[config.mk]
export PLATFORM = sky130hd
export DESIGN_NAME = debounce_en
export DESIGN_NICKNAME = d
export VERILOG_FILES = /design/src/rtl/debounce_en.sv
export SDC_FILE = /design/constraint.sdc
export NUM_CORES = 1
export LEC_CHECK = 0
export CAP_MARGIN = 20
export CORE_MARGIN = 2
export CORE_UTILIZATION = 40
export CTS_CLUSTER_DIAMETER = 30
export DETAILED_ROUTE_END_ITERATION = 16
export PLACE_DENSITY = 0.77
export REMOVE_ABC_BUFFERS = 1
export SYNTH_ARGS = -nofsm -noshare
export SYNTH_HDL_FRONTEND = slang
export SYNTH_SLANG_ARGS = --single-unit
[constraint.sdc]
create_clock -name clk -period 2.3 [get_ports clk]
set_clock_uncertainty 0.15 [all_clocks]
set_input_delay 0.23 -clock clk [delete_from_list [all_inputs] [get_ports clk]]
set_output_delay 0.23 -clock clk [all_outputs]
set_load 0.005 [all_outputs]
[src/rtl/debounce_en.sv]
// rtl/debounce_en.sv - input synchronizer and debouncer with registered level, edge pulses and enable
// Optional abort counter on glitch_cnt is built only when DEBOUNCE_GLITCH_CNT_EN is defined.
module debounce_en #(
    parameter int SYNC_STAGES   = 2,
    parameter int STABLE_CYCLES = 4,
    parameter int CNT_W         = 3
) (
    input  logic       clk,
    input  logic       rst,
    input  logic       din,
    input  logic       tick_en,
    output logic       q,
    output logic       rise,
    output logic       fall,
    output logic       en_out,
    output logic [7:0] glitch_cnt
);

    typedef enum logic [1:0] {
        STABLE_LO,
        WAIT_HI,
        STABLE_HI,
        WAIT_LO
    } state_t;

    localparam logic [CNT_W-1:0] LAST = CNT_W'(STABLE_CYCLES - 1);

    logic [SYNC_STAGES-1:0] sync;
    logic                   s;
    state_t                 state, state_n;
    logic [CNT_W-1:0]       cnt, cnt_n;
    logic                   q_n, rise_n, fall_n;

    assign s = sync[SYNC_STAGES-1];

    always_ff @(posedge clk) begin
        if (!rst) begin
            sync   <= '0;
            state  <= STABLE_LO;
            cnt    <= '0;
            q      <= 1'b0;
            rise   <= 1'b0;
            fall   <= 1'b0;
            en_out <= 1'b0;
        end else begin
            sync   <= {sync[SYNC_STAGES-2:0], din};
            state  <= state_n;
            cnt    <= cnt_n;
            q      <= q_n;
            rise   <= rise_n;
            fall   <= fall_n;
            en_out <= rise_n | fall_n;
        end
    end

    // A reverting s always wins over a terminal tick in the same cycle.
    always_comb begin
        state_n = state;
        cnt_n   = cnt;
        q_n     = q;
        rise_n  = 1'b0;
        fall_n  = 1'b0;
        case (state)
            STABLE_LO: begin
                if (s) begin
                    state_n = WAIT_HI;
                    cnt_n   = '0;
                end
            end
            WAIT_HI: begin
                if (!s) begin
                    state_n = STABLE_LO;
                end else if (tick_en) begin
                    if (cnt == LAST) begin
                        state_n = STABLE_HI;
                        q_n     = 1'b1;
                        rise_n  = 1'b1;
                    end else begin
                        cnt_n = cnt + 1'b1;
                    end
                end
            end
            STABLE_HI: begin
                if (!s) begin
                    state_n = WAIT_LO;
                    cnt_n   = '0;
                end
            end
            WAIT_LO: begin
                if (s) begin
                    state_n = STABLE_HI;
                end else if (tick_en) begin
                    if (cnt == LAST) begin
                        state_n = STABLE_LO;
                        q_n     = 1'b0;
                        fall_n  = 1'b1;
                    end else begin
                        cnt_n = cnt + 1'b1;
                    end
                end
            end
            default: state_n = STABLE_LO;
        endcase
    end

`ifdef DEBOUNCE_GLITCH_CNT_EN
    logic       abort;
    logic [7:0] gcnt;

    assign abort = ((state == WAIT_HI) && !s) || ((state == WAIT_LO) && s);

    // Saturating so a noisy line cannot wrap back to a small value.
    always_ff @(posedge clk) begin
        if (!rst) begin
            gcnt <= 8'd0;
        end else if (abort && (gcnt != 8'hFF)) begin
            gcnt <= gcnt + 8'd1;
        end
    end

    assign glitch_cnt = gcnt;
`else
    assign glitch_cnt = 8'd0;
`endif

endmodule

* Word-level counts from Yosys, hierarchy flattened
Index checks and enable logic that the tools add are counted.
Word-level totals: latch bits 0, RAM bits 0, register bits after elaboration 11, output and inout port bits 12, bits in read-only memories 0, word-level logic and storage cells 59, memories kept 0, input port bits 4
Cells by class: bitwise logic cells 1, reduce and logical (&&, ||, !) cells 5, order comparisons 0, shifts and indexed selects 0, add/sub/neg operators 1, multiplexer cells 29, divide/modulo/power cells 0, equal/unequal tests 16, multiply operators 0
Operator list (number):
- $mux 3 | 6
- $mux 2 | 8
- $ne 2x2->1 const B | 8
- $mux 1 | 12
- $ne 3x3->1 const B | 4
- $pmux 3 s4 | 1
- $pmux 2 s4 | 1
- $reduce_and 7->1 | 1
- $reduce_and 6->1 | 1
- $eq 2x2->1 const B | 2
- $reduce_and 4->1 | 1
- $add 3x1->3 const B | 1
- $eq 3x2->1 const B | 1
- $eq 2x1->1 const B | 1
- $logic_not 2->1 | 1
- $pmux 1 s2 | 1
- $reduce_bool 2->1 | 1
- $or 1x1->1 | 1

* Depth between registers and ports, before layout
depth after elaboration 6, depth in mapped cells 5, gate-level depth less buffers 5

* Worst setup path before layout
OpenSTA, ideal clock, no wires.
path type register to register, start reg cnt[0], end reg cnt[0], buffers on the path 0, cell stages (with the launch flop) 6, library setup time 72 ps, period minus slack after synthesis 1442 ps, path slack 858 ps, arrival 1221 ps, required time 2078 ps, cell sequence dfxtp_1 ha_1 ha_1 nand2b_1 a21oi_2 mux2i_1
Between the ends: cells in the longest elaborated chain, start to end 5, elaborated cells on any way between the ends 7, those cells by class add/sub (1); eq/ne (1); mux (5)
Ends and longest elaborated chain:
- start: declaration | RTL line 31 | logic [CNT_W-1:0] cnt, cnt_n;
- start signal: assignment | RTL line 48 | cnt <= cnt_n;
- $add 3x1->3 / $eq 3x2->1 (equally long branches)
- $mux 3 | RTL line 74, 93
- $mux 3 (*) | RTL line 73 | end else if (tick_en) begin
- $mux 3 (on tied branches) | RTL line 90, 71
- $pmux 3 s4 (*) | RTL line 63 | case (state)
Mark *: on every way between the ends. The rest lies on a longest branch, timed or not. The select of a mux whose other input is x is not followed. A chain may end at the register's enable or synchronous reset.

* Final worst setup path
start reg cnt[0], end reg cnt[1]
Between the ends: cells in the longest elaborated chain, start to end 5, elaborated cells on any way between the ends 7, those cells by class add/sub (1); eq/ne (1); mux (5)
Ends and longest elaborated chain (RTL line):
- $add 3x1->3 / $eq 3x2->1 (equally long branches)
- $mux 3 (*) | 74, 93
- $mux 3 (*) | 73
- $mux 3 (on tied branches) | 90, 71
- $pmux 3 s4 (*) | 63
Marked as above.

==> flow_summary.ini <==
[grt]
antenna_found_initial = 0
grt_pass1_wl_mm = 1.35
first_global_vias = 317
gr-total-overflow = 0
grt_use_total_pct = 13.3
grt_max_degree = 14

[logic_synthesis]
yosysTopAreaCell = dfxtp_1
yosys_warnings = 0
yosys-top-cells-area = dfxtp_1 42%, buf_4 11%, ha_1 7.2%, mux2i_1 5.7%, nand2_1 3.6%
synth_most_common_cell = dfxtp_1
async_reset_ff_share_pct = 0
ys_ff_latch = 11
synth.avg_cell_area_um2 = 9.34
synth_enable_flop_cells = 0
syn_area_um2 = 523
synth_seq_area_share_pct = 42.1
ys_types = 22
synth_cells = 56
synth_common_cells = 11 x dfxtp_1, 8 x buf_4, 5 x nand2_1
synth_top_area_share_pct = 42.1
synth_ff_type = dfxtp_1

[critical_path]
cp.arrival_ns = 1.60
critical_path_class = register to register
start_kind = register
path_common_cell = ha_1
slowest_stage = dfxtp_1
crit_family = adder cells
end_kind = register
reg2regPathDepth = 5
slowest_delay_ns = 0.32
crit_cells = 5
path_cells = ha_1, ha_1, nand2b_1, a21oi_2, mux2i_1
crit_fanout = 3
cp.buffers_inverters = 0
r2r-start = cnt[0]$_SDFFE_PN0P_
crit_required_ns = 2.35
critPathLaunch = cnt[0]$_SDFFE_PN0P_

[detailed_routing]
wl_met2_um = 320
num_vias = 362
ant_nets = 0
wl_um = 729
drt-vias-per-instance = 4.53
drc = 0
wl_per_cell_um = 9.11
drt_iter0_markers = 5
wl_met1_um = 345
route.met3.wl_um = 56
top_layer = met4
firstDrtPassIters = 4

[placed_design]
place_congestion = 0.668
place_area_um2 = 573
io_buffer_count = 7

[cts]
clockBufferDepth = 2
root_buffer = clkbuf_4
h-tree-depth = 1
tritoncts = built
cts_made_buffers = 3
path_clk_slew_ns = 0.07
clock-sinks = 11
ctsHoldBuffers = 0
insertion_delay_ns = 0.26
postCtsSetupRepairBufs = 0
ctsResizeCount = 0

[floorplan]
start_util_pct = 41.8
die_area_um2 = 1610
rows = 13
fp.dieH_um = 40.2
die_width_um = 40.2
io_pins = 16
core_um2 = 1250

[sta]
setup_tns_ns = 0
min_period_over_period_pct = 67.8
grt_setup_unrepaired = false
whs_ns = 0.283
max_freq_mhz = 642
hold_violations = 0
setup_viol = 0
drv_slew = 0
min_period_ns = 1.56

[min_path]
hold_path_class = register to register
hold_start = sync[0]$_SDFF_PN0_
holdPathStages = 1

[power_and_ir_drop]
p_switching_w = 0.0000731
pwr-share-clk_pct = 37.7
leakage_nw = 0.236
p_per_area_nw_per_um2 = 569
netSwitchingFraction_pct = 21.4
seq_power_share_pct = 57.0
ir_drop_mv = 0.322
combPwrFrac_pct = 5.3
p_int_w = 0.000268

[cells_and_area]
num-nets-final = 73
fillerInstances = 125
synthToLayoutAreaGrowth_pct = 14.6
drive_gt1_share_pct = 6.15
multi_input_area_um2 = 256
antenna_cells = 0
fin_area_um2 = 599
regArea_um2 = 220

[flow_run]
maxCapViolCount = 0

[run_status]
status = finished, final reports clean
==> worst paths after layout <==
kind / end / slack [ns]
min reg2reg: sync[1]$_SDFF_PN0_ / 0.28
min: sync[1]$_SDFF_PN0_ / 0.28
max reg2reg: cnt[1]$_SDFFE_PN0P_ / 0.74
max: cnt[1]$_SDFFE_PN0P_ / 0.74
==> cell type report <==
type | instances | share of cell area, %
multi-input combinational | 41 | 42.8
sequential | 11 | 36.7
timing repair buffer | 7 | 11.7
clock buffer | 4 | 4.38
tap | 15 | 3.13
inverter | 2 | 1.25
==> logic make-up after synthesis <==
group                      after synthesis  share of synthesized area, %
other                                    1                         0.717
adders and majority gates                3                          7.18
DFF                                     11                          42.1
AOI/OAI and AO/OA                        5                          7.90
muxes                                    3                          5.74
and+or+nand+nor                         21                          20.8
xor gates and xnor gates                 1                          1.67
buffers and inverters                   11                          13.9
==> routing by layer <==
layer,vias to the layer above,track usage [%]
met2,16,18.1
met1,154,16.5
li1,190,-
met4,0,12.9
met5,-,0
met3,2,3.33
==> state kept, by name, indices dropped and copies added (netlist names), named ones only <==
| register | cells |
|---|---|
| cnt | 3 |
| en_out | 1 |
| fall | 1 |
| q | 1 |
| rise | 1 |
| state | 1 |
| sync | 2 |
==> placed cells by master (no fill, tap or decap) <==
cell type	instances
mux2i_1	3
o21a_1	1
and3_1	1
a41oi_1	1
nor2_1	4
xnor2_1	1
a21oi_2	1
ha_1	3
nand3_1	3
clkdlybuf4s50_1	7
nor2b_1	1
clkbuf_4	3
nand2b_1	2
conb_1	8
o211ai_1	1
o221ai_1	1
dfxtp_1	11
nand3b_1	2
and2_1	2
nor3b_1	1
clkbuf_1	1
inv_1	2
nand2_1	5
==> power by group through the flow <==
stage | Clock (W) | Combinational (W) | Sequential, W
final | 0.000129 | 0.0000180 | 0.000195
after global routing | 0.000141 | 0.0000210 | 0.000195
after floorplan | 0 | 0.00000904 | 0.000199
after CTS | 0.000134 | 0.0000180 | 0.000195
after detailed placement | 0 | 0.0000179 | 0.000199
after global placement | 0 | 0.0000178 | 0.000199
==> through the flow <==
stage | util, % | setup WS (ns) | power [W] | cells
floorplan | - | 0.858 | 0.000208 | 54
detailed placement | 45.8 | 0.740 | 0.000217 | 76
global placement | 45.8 | 0.780 | 0.000217 | 76
finish | 47.9 | 0.742 | 0.000341 | 80
CTS | 47.9 | 0.725 | 0.000347 | 80
global route | 47.9 | 0.631 | 0.000357 | 80
(Power assumes the default switching activity.)
